### config.mk
export PLATFORM = sky130hd
export DESIGN_NAME = rtermcal_ctrl
export DESIGN_NICKNAME = d
export VERILOG_FILES = /design/src/rtl/rtermcal_pkg.sv /design/src/rtl/rtermcal_sync.sv /design/src/rtl/rtermcal_ctrl.sv
export SDC_FILE = /design/constraint.sdc
export NUM_CORES = 1
export LEC_CHECK = 0
export CORE_UTILIZATION = 39
export CTS_CLUSTER_DIAMETER = 80
export DETAILED_ROUTE_END_ITERATION = 6
export PLACE_DENSITY = 0.7
export SYNTH_ARGS = -nofsm -noshare
export SYNTH_HDL_FRONTEND = slang
export SYNTH_HIERARCHICAL = 1
export SYNTH_SLANG_ARGS = --single-unit
### constraint.sdc
create_clock -name CLK_I -period 5.2 [get_ports CLK_I]
set_input_delay 0.52 -clock CLK_I [delete_from_list [all_inputs] [get_ports CLK_I]]
set_output_delay 0.52 -clock CLK_I [all_outputs]
set_load 0.005 [all_outputs]
### src/rtl/rtermcal_pkg.sv
// Shared types and constants for the IO termination-calibration controller.
package rtermcal_pkg;

    typedef enum logic [2:0] {
        ST_IDLE   = 3'd0,
        ST_APPLY  = 3'd1,
        ST_SETTLE = 3'd2,
        ST_SAMPLE = 3'd3,
        ST_FIN    = 3'd4
    } state_t;

    localparam logic [1:0] MODE_IDLE = 2'b00;
    localparam logic [1:0] MODE_SGIO = 2'b01;
    localparam logic [1:0] MODE_LVDS = 2'b10;

    localparam int              CODE_W   = 4;
    localparam logic [CODE_W-1:0] CODE_MAX = 4'd15;

    // Output bit i carries thermometer position i+1, so code k lights bits 0..k-1.
    function automatic logic [14:0] code2therm(input logic [CODE_W-1:0] code);
        logic [14:0] t;
        for (int i = 0; i < 15; i++) begin
            t[i] = ((i + 1) <= int'(code));
        end
        return t;
    endfunction

endpackage

### src/rtl/rtermcal_sync.sv
// Two-flop synchronizer for the two asynchronous comparator outputs of the cell.
module rtermcal_sync (
    input  logic       i_clk,
    input  logic       i_rstn,
    input  logic [1:0] i_async,
    output logic [1:0] o_sync
);

    logic [1:0] r_meta;
    logic [1:0] r_sync;

    always_ff @(posedge i_clk) begin
        if (!i_rstn) begin
            r_meta <= 2'b00;
            r_sync <= 2'b00;
        end else begin
            r_meta <= i_async;
            r_sync <= r_meta;
        end
    end

    assign o_sync = r_sync;

endmodule

### src/rtl/rtermcal_ctrl.sv
// Termination-calibration sequencer: sweeps SGIO then LVDS trim codes and latches the trip code.
// Optional build macro RTERMCAL_VOTE_EN: 2-of-3 majority over three consecutive samples.
module rtermcal_ctrl
    import rtermcal_pkg::*;
#(
    parameter int SETTLE_CYCLES = 16,
    parameter int CNT_W         = 8
) (
    input  logic              CLK_I,
    input  logic              RSTN_I,
    input  logic              START_I,
    input  logic [1:0]        SEL_I,
    input  logic [1:0]        RESULT_I,
    output logic [1:0]        MODE_O,
    output logic [14:0]       D_IOSG_O,
    output logic [3:0]        D_LVDS_O,
    output logic [3:0]        SGIO_CODE_O,
    output logic [3:0]        LVDS_CODE_O,
    output logic              BUSY_O,
    output logic              DONE_O,
    output logic [1:0]        ERR_O
);

    state_t              r_state;
    logic                r_leg;          // 0 = SGIO leg active, 1 = LVDS leg active
    logic                r_lvds_sel;
    logic [CODE_W-1:0]   r_code;
    logic [CODE_W-1:0]   r_sgio_code;
    logic [CODE_W-1:0]   r_lvds_code;
    logic [CNT_W-1:0]    r_cnt;
    logic [1:0]          r_err;

    logic [1:0]          w_sync;
    logic                w_res;
    logic                w_decide;
    logic                w_hit;
    logic                w_run;

    rtermcal_sync u_sync (
        .i_clk   (CLK_I),
        .i_rstn  (RSTN_I),
        .i_async (RESULT_I),
        .o_sync  (w_sync)
    );

    assign w_res = r_leg ? w_sync[1] : w_sync[0];

`ifdef RTERMCAL_VOTE_EN
    logic [1:0] r_scnt;
    logic [1:0] r_vote;
    // The third sample is used live; the first two are held in r_vote.
    assign w_decide = (r_scnt == 2'd2);
    assign w_hit    = (r_vote[0] & r_vote[1]) | (r_vote[0] & w_res) | (r_vote[1] & w_res);
`else
    assign w_decide = 1'b1;
    assign w_hit    = w_res;
`endif

    always_ff @(posedge CLK_I) begin
        if (!RSTN_I) begin
            r_state     <= ST_IDLE;
            r_leg       <= 1'b0;
            r_lvds_sel  <= 1'b0;
            r_code      <= '0;
            r_sgio_code <= '0;
            r_lvds_code <= '0;
            r_cnt       <= '0;
            r_err       <= 2'b00;
`ifdef RTERMCAL_VOTE_EN
            r_scnt      <= 2'd0;
            r_vote      <= 2'b00;
`endif
        end else begin
            case (r_state)
                ST_IDLE: begin
                    if (START_I) begin
                        r_lvds_sel <= SEL_I[1];
                        r_err      <= 2'b00;
                        r_code     <= '0;
                        r_leg      <= ~SEL_I[0];
                        r_state    <= (SEL_I == 2'b00) ? ST_FIN : ST_APPLY;
                    end
                end
                ST_APPLY: begin
                    r_cnt   <= CNT_W'(SETTLE_CYCLES);
`ifdef RTERMCAL_VOTE_EN
                    r_scnt  <= 2'd0;
`endif
                    r_state <= ST_SETTLE;
                end
                ST_SETTLE: begin
                    if (r_cnt <= CNT_W'(1)) begin
                        r_state <= ST_SAMPLE;
                    end else begin
                        r_cnt <= r_cnt - CNT_W'(1);
                    end
                end
                ST_SAMPLE: begin
`ifdef RTERMCAL_VOTE_EN
                    if (!w_decide) begin
                        r_vote[r_scnt[0]] <= w_res;
                        r_scnt            <= r_scnt + 2'd1;
                    end else
`endif
                    if (w_hit || (r_code == CODE_MAX)) begin
                        if (r_leg) r_lvds_code <= r_code;
                        else       r_sgio_code <= r_code;
                        // Trip at code 0 is under-range; no trip by code 15 is over-range.
                        if (!w_hit || (r_code == '0)) r_err[r_leg] <= 1'b1;
                        if (!r_leg && r_lvds_sel) begin
                            r_leg   <= 1'b1;
                            r_code  <= '0;
                            r_state <= ST_APPLY;
                        end else begin
                            r_state <= ST_FIN;
                        end
                    end else begin
                        r_code  <= r_code + 1'b1;
                        r_state <= ST_APPLY;
                    end
                end
                ST_FIN:  r_state <= ST_IDLE;
                default: r_state <= ST_IDLE;
            endcase
        end
    end

    assign w_run = (r_state == ST_APPLY) || (r_state == ST_SETTLE) || (r_state == ST_SAMPLE);

    assign MODE_O      = w_run ? (r_leg ? MODE_LVDS : MODE_SGIO) : MODE_IDLE;
    assign D_IOSG_O    = code2therm((w_run && !r_leg) ? r_code : r_sgio_code);
    assign D_LVDS_O    = (w_run && r_leg) ? r_code : r_lvds_code;
    assign SGIO_CODE_O = r_sgio_code;
    assign LVDS_CODE_O = r_lvds_code;
    assign BUSY_O      = (r_state != ST_IDLE);
    assign DONE_O      = (r_state == ST_FIN);
    assign ERR_O       = r_err;

endmodule
==> results of run 1 <==
==> state kept, by name, summed over array words and instances (netlist names) <==
signal	cells
r_lvds_sel	1
u_sync/r_meta	2
ERR_O	2
r_code	4
LVDS_CODE_O	4
u_sync/o_sync	2
r_cnt	8
r_state	3
r_leg	1
SGIO_CODE_O	4
==> worst max-delay path by stage <==
stage | slack (ns) | from | cells past startpoint | to
finish | 1.90 | r_state[1] | 5 | D_IOSG_O[5]
global route | 1.66 | r_state[1] | 5 | D_IOSG_O[4]
CTS | 1.91 | r_state[1] | 5 | D_IOSG_O[5]
detailed placement | 2.19 | r_state[1] | 5 | D_IOSG_O[5]
global placement | 2.25 | r_state[1] | 5 | D_IOSG_O[5]
floorplan | 3.14 | r_state[0] | 6 | D_IOSG_O[4]
==> worst max-delay path, cell delays in order (launching register included) <==
cell and delay, ns:
dfxtp_1 0.50, nor2_1 0.15, nor3_4 0.32, mux2i_1 0.85, o21ai_0 0.19, clkdlybuf4s50_1 0.50
==> logic make-up after synthesis <==
kind of cell,after synthesis
and+or+nand+nor,85
muxes,14
DFF,31
xor gates and xnor gates,5
AOI/OAI and AO/OA,45
buffers and inverters,22
adders and majority gates,4
==> cell usage in the layout (no fill, tap or decap), drive strengths merged <==
master / n
o211ai: 1
a21oi: 18
nand2b: 3
ha: 4
nand2: 20
clkbuf: 7
or2: 1
o31ai: 1
clkdlybuf4s50: 39
inv: 11
a311oi: 1
mux2i: 12
o21ba: 1
nor3: 9
a31oi: 3
nor4: 2
a22oi: 2
nand3b: 2
o2111ai: 2
o21ai: 10
and2: 4
or4: 1
nand3: 8
nor2: 33
clkinv: 1
a2111oi: 1
mux2: 2
nand4: 1
xnor2: 2
xor2: 3
a22o: 1
a41oi: 1
a221oi: 1
a211oi: 2
dfxtp: 31
nor2b: 1
==> where the power goes <==
part / switching, mW / leakage [nW] / internal, mW
clock: 0.0877 / 0.0422 / 0.0938
sequential: 0.0447 / 0.252 / 0.268
combinational: 0.150 / 0.524 / 0.119
==> per-layer routing <==
metal / part of all wire (%) / up-vias / global-route usage, %
met3: 3.6 / 4 / 4.730
met1: 46 / 718 / 22.63
met2: 49 / 32 / 28.47
met5: 0 / - / 0
met4: 0.94 / 0 / 6.383
li1: - / 783 / -
==> layout make-up <==
type / instances / area, um2 / area share [%]
tap: 50 / 62.56 / 2.914
sequential: 31 / 620.6 / 28.90
clock buffer: 7 / 76.32 / 3.555
multi-input combinational: 153 / 950.9 / 44.29
clock inverter: 1 / 5.005 / 0.2331
inverter: 11 / 41.29 / 1.923
timing repair buffer: 39 / 390.4 / 18.18
==> through the flow <==
stage | cells | hold WS [ns] | util (%) | setup WS (ns)
CTS | 292 | 0.4394 | 52.91 | 1.908
global placement | 284 | 0.4138 | 50.91 | 2.255
floorplan | 206 | 0.4118 | - | 3.141
detailed placement | 284 | 0.4245 | 50.91 | 2.191
global route | 292 | 0.4628 | 52.91 | 1.662
finish | 292 | 0.4350 | 52.91 | 1.898
==> out/summary.txt, run 1 <==
FF-to-FF path depth = 6
Synth Area in XOR/XNOR = 2.620%
TritonCTS clock tree = done
core area = 4058 um2
# IOs = 40
post-synth top area share = 37.13%
gr ovfl total = 0
# clock sinks = 31
largest net degree at the start of global routing = 21
fillers = 381
first-pass GRT wire length = 6120 um
DR vias/cell = 5.264
H-tree levels = 2
Placer Congestion = 0.8301
port bufs = 39
Slew Viols, Final = 0
Simple-Gate Fraction of Synth Area = 24.78%
worst-path fanout max = 15
Post-CTS Setup Bufs = 0
DR WL/cell = 13.07 um
setup slack, reg-to-reg = 2.98 ns
drt pass-1 iters = 4
synth top area cells = dfxtp_1 (37%), mux2i_1 (7.2%), nor2_1 (7.2%)
final instance area = 2147 um2
num rows = 23
final WL = 3816 um
Required @ worst endpoint = 4.68 ns
CP Launch Type = flip-flop
nature of the critical path endpoint = output pin
hold-fix buffers at CTS = 0
area grow syn2layout = 28.44%
post-route clock period utilization = 63.50%
clock transition at the registers of the reported paths = 0.06 ns
fin crit period = 3.302 ns
worst slew pin tran = 0.9624 ns
adder-cell area share of the yosys netlist = 2.994%
Fin. Hold Viols = 0
P per Cell Area = 355.4 nW/um2
Synth Cell Area = 1672 um2
max-cap violations = 0
sequential area share after synthesis = 37.13%
EDFF count, synth = 0
CP Class = reg -> out
Mapped Nets = 217
main combinational cell family by area after synthesis = simple AND/OR/NAND/NOR gates
vias in the first global route = 1,349
Synth Area in Compound Gates = 17.96%
ratio of cells with drive above 1 in the final layout = 7.025%
VDD IR max = 0.1844 mV
Distinct cells, synth = 41
hold path depth = 1
DPL Wire Length = 2739 um
chip width = 67.47 um
TritonCTS Buffers = 5
overall power consumption = 763.1 uW
largest area contributor in the netlist = dfxtp_1
HP Class = reg -> reg
GR Util All Layers = 17.77%
nets@finish = 252
clk_lat worst skew = 0.28 ns
ys flop type = dfxtp_1
DRC errors left = 0
Synth Warn # = 6
die footprint = 4552 um2
mux cell area share after synthesis = 8.533%
HP Start = u_sync/r_meta[1]
clock tree buffer depth = 2
status = finished, final reports clean
Hold Path End = u_sync/o_sync[1]
post-route clock skew = 0.008754 ns
die height = 67.47 um
post_cts resized = 0
Gate Count Post-Synth = 206
Post-synth ARST share = 0%
# setup viols final = 0
Starting Density = 41.20%
initial antenna violation count = 0
Max Clk Rate = 302.9 MHz
Ant. Diodes = 0
Slew headroom = 34.01%
Iter 0 DRT Violations = 59
average footprint of a synthesized cell = 8.115 um2
Root Driver = clkbuf_8
DP Area = 2066 um2
most frequent cell after synthesis = nor2_1
reg-to-reg endpoint = SGIO_CODE_O[0]
post-route ant nets = 0
reg2reg start = r_code[1]
Post-Route Setup TNS = 0 ns
Lkg Pwr = 0.8181 nW
Worst Path Arrival = 2.78 ns
synth cell count leaders = nor2_1 (32), dfxtp_1 (31), nand2_1 (20)
via count = 1,537
RSZ-0062 raised after global routing = no
register bit total from synthesis = 31
Power figures use the tool's default switching activity.
==> run 2, diff against run 1 <==
Clock period 5.2 ns to 3.1 ns, I/O delays scaled along.
==> run 2 against run 1 <==
Compared with the run above: count of clock-buffer cells in the layout unchanged; critical path depth is 1 higher; clock skew shrank 0.0020 ns; flip-flop and latch count did not move; core utilization is 0.37 points higher; cell area rose by 0.70%; die area stayed put; setup slack worse by 1.4 ns; highest routed layer unchanged; largest cell class unchanged; sequential share of layout area fell by 0.20 points; sequential power grew 67%; register-to-register slack got worse by 2.2 ns.
==> out/summary.txt, run 2 (same netlist as run 1, synthesis figures left out) <==
max FFs per register = 8 (unchanged)
CP Launch Type = flip-flop
total net switching power = 467.7 uW (+66%)
TritonCTS clock tree = done
port bufs = 39 (unchanged)
GR Util All Layers = 18.12% (+0.36 points)
nature of the critical path endpoint = output pin
Post-Route Setup TNS = 0 ns (unchanged)
vias in the first global route = 1,332 (-1.3%)
post_cts resized = 0 (unchanged)
max-cap violations = 0 (unchanged)
reg2reg start = r_code[1]
die height = 67.47 um (unchanged)
Post-CTS Setup Bufs = 0 (unchanged)
Critical Path Start = r_state[1]
Cell Int Power = 806.3 uW (+68%)
Worst path max stage delay = 0.52 ns (-0.33 ns)
DRC errors left = 0 (unchanged)
status = finished, final reports clean
commonest non-fill, non-tap cell in the layout = clkdlybuf4s50_1
sequential share of power = 40.9% (about the same)
largest net degree at the start of global routing = 21 (unchanged)
reg-to-reg endpoint = SGIO_CODE_O[0]
Root Driver = clkbuf_8
gr ovfl total = 0 (unchanged)
# IOs = 40 (unchanged)
clock transition at the registers of the reported paths = 0.06 ns (about the same)
setup slack, reg-to-reg = 0.83 ns (-2.15 ns)
WP buf/inv = 2 (+1)
nets@finish = 254 (+0.79%)
critical path's slowest cell = clkdlybuf4s50_1
post-route clock period utilization = 84.20%
clock tree buffer depth = 2 (unchanged)
Slew Viols, Final = 0 (unchanged)
RSZ-0062 raised after global routing = no
# clock sinks = 31 (unchanged)
P per Cell Area = 589.3 nW/um2 (+66%)
worst-path fanout max = 15 (unchanged)
via count = 1,508 (-1.9%)
Slew headroom = 55.20% (+21 points)
post-route clock skew = 0.006743 ns (-0.002011 ns)
first-pass GRT wire length = 6085 um (-0.57%)
VDD IR max = 0.3757 mV (+100%)
die footprint = 4552 um2 (unchanged)
Comb pwr share = 35.3% (about the same)
Fin. Hold Viols = 0 (unchanged)
DR WL/cell = 12.79 um (-2.1%)
# setup viols final = 0 (unchanged)
Lkg Pwr = 0.8264 nW (+1.0%)
area grow syn2layout = 29.34%
fillers = 387 (+1.6%)
drt pass-1 iters = 4 (unchanged)
switching share of power = 36.71% (-0.30 points)
CP top delay family = buffers and inverters
DR vias/cell = 5.129 (-2.6%)
Required @ worst endpoint = 2.79 ns (-1.89 ns)
Worst Path Arrival = 2.30 ns (-0.48 ns)
Most flops, register = r_cnt
Ant. Diodes = 0 (unchanged)
FF-to-FF path depth = 6 (unchanged)
worst-path cell chain = nor2_1 > nor3_4 > mux2i_1 > buf_4 > nor3_1 > clkdlybuf4s50_1
fin crit period = 2.610 ns
hold path depth = 1 (unchanged)
chip width = 67.47 um (unchanged)
power share of the clock group = 23.8% (about the same)
final WL = 3761 um (-1.4%)
num rows = 23 (unchanged)
worst slew pin tran = 0.6713 ns (-0.2911 ns)
initial antenna violation count = 0 (unchanged)
Placer Congestion = 0.7794 (-6.1%)
H-tree levels = 2 (unchanged)
DPL Wire Length = 2735 um (-0.16%)
Iter 0 DRT Violations = 65 (+10%)
hold-fix buffers at CTS = 0 (unchanged)
capture point of the worst path = D_IOSG_O[12]
TritonCTS Buffers = 5 (unchanged)
core area = 4058 um2 (unchanged)
Fin Hold WS = 0.4342 ns (-0.0007880 ns)
HP Class = reg -> reg
Starting Density = 41.20% (unchanged)
Max Clk Rate = 383.1 MHz
Critical Path Stages = 6 (+1)
CP Class = reg -> out
ratio of cells with drive above 1 in the final layout = 7.787% (+0.76 points)
commonest non-fill, non-tap cells in the layout = clkdlybuf4s50_1 (39), nor2_1 (32), dfxtp_1 (31), nand2_1 (20), a21oi_1 (17)
post-route ant nets = 0 (unchanged)
clk_lat worst skew = 0.28 ns (about the same)
run 2: final cells by class:
| type | count | area (um2) | area share (%) |
|---|---|---|---|
| multi-input combinational | 153 | 950.9 | 43.98 |
| sequential | 31 | 620.6 | 28.70 |
| timing repair buffer | 41 | 405.4 | 18.75 |
| clock buffer | 7 | 76.32 | 3.530 |
| tap | 50 | 62.56 | 2.894 |
| inverter | 11 | 41.29 | 1.910 |
| clock inverter | 1 | 5.005 | 0.2315 |
run 2: layer usage:
layer	GRT usage [%]	up-vias	routed length (um)
met3	5.574	2	178
met2	28.47	31	1864
met4	6.383	0	27
li1	-	793	-
met5	0	-	0
met1	23.16	682	1690
run 2: stage by stage:
| step | utilization (%) | total power, mW | std cells | setup WS (ns) | cell area (um2) |
|---|---|---|---|---|---|
| 3_5_place_dp | 51.28 | 0.9824 | 286 | 0.7923 | 2081 |
| 5_1_grt | 53.28 | 1.365 | 294 | 0.2983 | 2162 |
| 6_report | 53.28 | 1.274 | 294 | 0.4897 | 2162 |
| 3_3_place_gp | 51.28 | 0.9786 | 286 | 0.8402 | 2081 |
| 2_1_floorplan | - | 0.8725 | 206 | 1.251 | 1672 |
| 4_1_cts | 53.28 | 1.291 | 294 | 0.4768 | 2162 |
run 2: power by group through the flow:
stage                     logic, mW  registers, mW  clock network [mW]
after floorplan               0.372          0.500                   0
after global placement        0.449          0.529                   0
after detailed placement      0.450          0.532                   0
after CTS                     0.453          0.523               0.315
after global routing          0.500          0.532               0.333
final                         0.450          0.522               0.303
run 2: how the worst min path moves through the flow:
| stage | startpoint | to |
|---|---|---|
| finish | u_sync/r_meta[1] | u_sync/o_sync[1] |
| global route | u_sync/r_meta[1] | u_sync/o_sync[1] |
| CTS | u_sync/r_meta[0] | u_sync/o_sync[0] |
| detailed placement | u_sync/r_meta[0] | u_sync/o_sync[0] |
| global placement | u_sync/r_meta[0] | u_sync/o_sync[0] |
| floorplan | u_sync/r_meta[0] | u_sync/o_sync[0] |
==> run 3, diff against run 2 <==
Settings changed: PLACE_DENSITY 0.7 to 0.73.
Clock period 3.1 ns to 2.15 ns, I/O delays scaled along.
==> run 3 against run 2 <==
Compared with the run above: die area is the same; flip-flop and latch count is the same; power grew 63%; worst hold slack gained 0.0019 ns; sequential share of layout area shrank 2.4 points; non-clock buffer count grew 18; wire length grew 11%; global-route usage grew 1.4 points; cell area grew 10%; first-iteration DRC count shrank 4.6%.
==> out/summary.txt, run 3 (same netlist as run 1, synthesis figures left out) <==
DR vias/cell = 5.269 (+2.7%)
GR Util All Layers = 19.48% (+1.4 points)
TritonCTS Buffers = 5 (unchanged)
worst slew pin tran = 0.5017 ns (-0.1696 ns)
nature of the critical path endpoint = output pin
post-route clock period utilization = 97.07%
# placed instances = 298 (+4.2%)
clock tree buffer depth = 2 (unchanged)
Comb pwr share = 36.7% (+1.4 points)
VDD IR max = 0.4450 mV (+18%)
commonest non-fill, non-tap cells in the layout = nor2_1 (31), dfxtp_1 (27), clkdlybuf4s50_1 (27), nand2_1 (19), buf_4 (19)
# setup viols final = 0 (unchanged)
status = finished, final reports clean
Fin. Hold Viols = 0 (unchanged)
reg-to-reg endpoint = r_cnt[7]
port bufs = 39 (unchanged)
critical path's slowest cell = clkdlybuf4s50_1
Lkg Pwr = 1.089 nW (+32%)
Cell Int Power = 1.341 mW (+66%)
die footprint = 4552 um2 (unchanged)
post-route clock skew = 0.01167 ns (+0.004930 ns)
gr ovfl total = 0 (unchanged)
chip width = 67.47 um (unchanged)
# IOs = 40 (unchanged)
via count = 1,644 (+9.0%)
Iter 0 DRT Violations = 62 (-4.6%)
FF-to-FF path depth = 7 (+1)
num rows = 23 (unchanged)
Worst Path Arrival = 1.87 ns (-0.43 ns)
DP Area = 2171 um2 (+4.3%)
Ant. Diodes = 0 (unchanged)
commonest non-fill, non-tap cell in the layout = nor2_1
Slew headroom = 66.24% (+11 points)
max-cap violations = 0 (unchanged)
total net switching power = 731.2 uW (+56%)
H-tree levels = 2 (unchanged)
capture point of the worst path = D_IOSG_O[8]
overall power consumption = 2.072 mW (+63%)
HP Class = reg -> reg
clock transition at the registers of the reported paths = 0.07 ns (about the same)
Slew Viols, Final = 0 (unchanged)
Starting Density = 41.20% (unchanged)
DPL Wire Length = 2838 um (+3.8%)
die height = 67.47 um (unchanged)
setup slack, reg-to-reg = 0.24 ns (-0.59 ns)
# clock sinks = 31 (unchanged)
DRC errors left = 0 (unchanged)
largest net degree at the start of global routing = 20 (-4.8%)
P per Cell Area = 870.2 nW/um2 (+48%)
RSZ-0062 raised after global routing = yes
fin crit period = 2.087 ns
worst-path cell chain = nor2_2 > nor3_4 > buf_4 > nand3_1 > o31ai_2 > a21oi_1 > clkdlybuf4s50_1
DR WL/cell = 13.34 um (+4.3%)
worst-path fanout max = 4 (-11)
TritonCTS clock tree = done
Placer Congestion = 0.7802 (+0.10%)
reg2reg start = r_cnt[0]
Final Instance Count excl. Fillers = 312 (+6.1%)
switching share of power = 35.29% (-1.4 points)
power share of the clock group = 27.9% (+4.1 points)
clk_lat worst skew = 0.29 ns (about the same)
CP Class = reg -> out
final WL = 4162 um (+11%)
Root Driver = clkbuf_8
core area = 4058 um2 (unchanged)
final instance area = 2381 um2 (+10%)
fillers = 337 (-13%)
hold path depth = 1 (unchanged)
vias in the first global route = 1,460 (+9.6%)
Worst path max stage delay = 0.51 ns (about the same)
Required @ worst endpoint = 1.93 ns (-0.86 ns)
first-pass GRT wire length = 6651 um (+9.3%)
Critical Path Start = r_state[1]
nets@finish = 272 (+7.1%)
CP Launch Type = flip-flop
area grow syn2layout = 42.44%
fin util = 58.68% (+5.4 points)
sequential share of power = 35.4% (-5.5 points)
max FFs per register = 8 (unchanged)
post-route ant nets = 0 (unchanged)
drt pass-1 iters = 4 (unchanged)
initial antenna violation count = 0 (unchanged)
Max Clk Rate = 479.2 MHz
Most flops, register = r_cnt
ratio of cells with drive above 1 in the final layout = 18.70% (+11 points)
-- run 3: cell types whose count changed in the layout (fill, tap and decap cells not counted), sizes merged --
cell           change
clkbuf             -2
dlymetal6s2s       +7
bufinv             +1
clkinv             +1
dlygate4sd2        +5
buf               +18
clkdlybuf4s50     -12
-- run 3: metal layers --
| metal | share of wire [%] | vias up | global-route usage [%] |
|---|---|---|---|
| met5 | 0 | - | 0 |
| met4 | 2.1 | 0 | 8.245 |
| met3 | 4.4 | 12 | 5.236 |
| met2 | 46 | 38 | 30.94 |
| met1 | 48 | 769 | 24.56 |
| li1 | - | 825 | - |
-- run 3: worst min-delay path by stage --
stage	start	end	slack, ns
after CTS	u_sync/r_meta[0]	u_sync/o_sync[0]	0.44
after floorplan	SEL_I[0]	r_leg	0.33
after global placement	u_sync/r_meta[1]	u_sync/o_sync[1]	0.41
final	u_sync/r_meta[0]	u_sync/o_sync[0]	0.44
after detailed placement	u_sync/r_meta[0]	u_sync/o_sync[0]	0.42
after global routing	u_sync/r_meta[0]	u_sync/o_sync[0]	0.46
-- run 3: worst max-delay path: cells and delay by family, from the launching register on --
family	cells	cell delay, ns
buffers and inverters	2	0.64
and+or+nand+nor	3	0.36
DFF	1	0.33
AOI/OAI and AO/OA	2	0.26
-- run 3: power by group through the flow --
stage,Clock [mW],Sequential (mW),Combinational (mW)
finish,0.578,0.733,0.761
global route,0.607,0.745,0.841
floorplan,0,0.721,0.537
detailed placement,0,0.742,0.720
global placement,0,0.739,0.707
CTS,0.584,0.731,0.761
-- run 3: stage by stage --
step           worst slack [ns]  hold WS [ns]  setup TNS (ns)
3_5_place_dp             0.1864        0.4181               0
2_1_floorplan            0.3962        0.3339               0
3_3_place_gp             0.2189        0.4139               0
6_report                0.06303        0.4361               0
5_1_grt                -0.05438        0.4618         -0.1711
4_1_cts                0.003212        0.4387               0
-- run 3: repair_timing --
action	in CTS	in global routing
resized for setup	13	14
setup buffers	1	4
setup endpoints to repair	14	12
hold buffers	0	0
cloned	0	1
endpoints found under the hold margin	0	0
-- run 3: final cells by class --
type	count	area (um2)	area share (%)
flip-flops and latches	31	625.6	26.27
multi-input cells	153	983.4	41.30
well taps	50	62.56	2.627
clock buffers	5	68.82	2.890
repair buffers	59	555.5	23.33
inverters	11	41.29	1.734
clock inverters	3	43.79	1.839
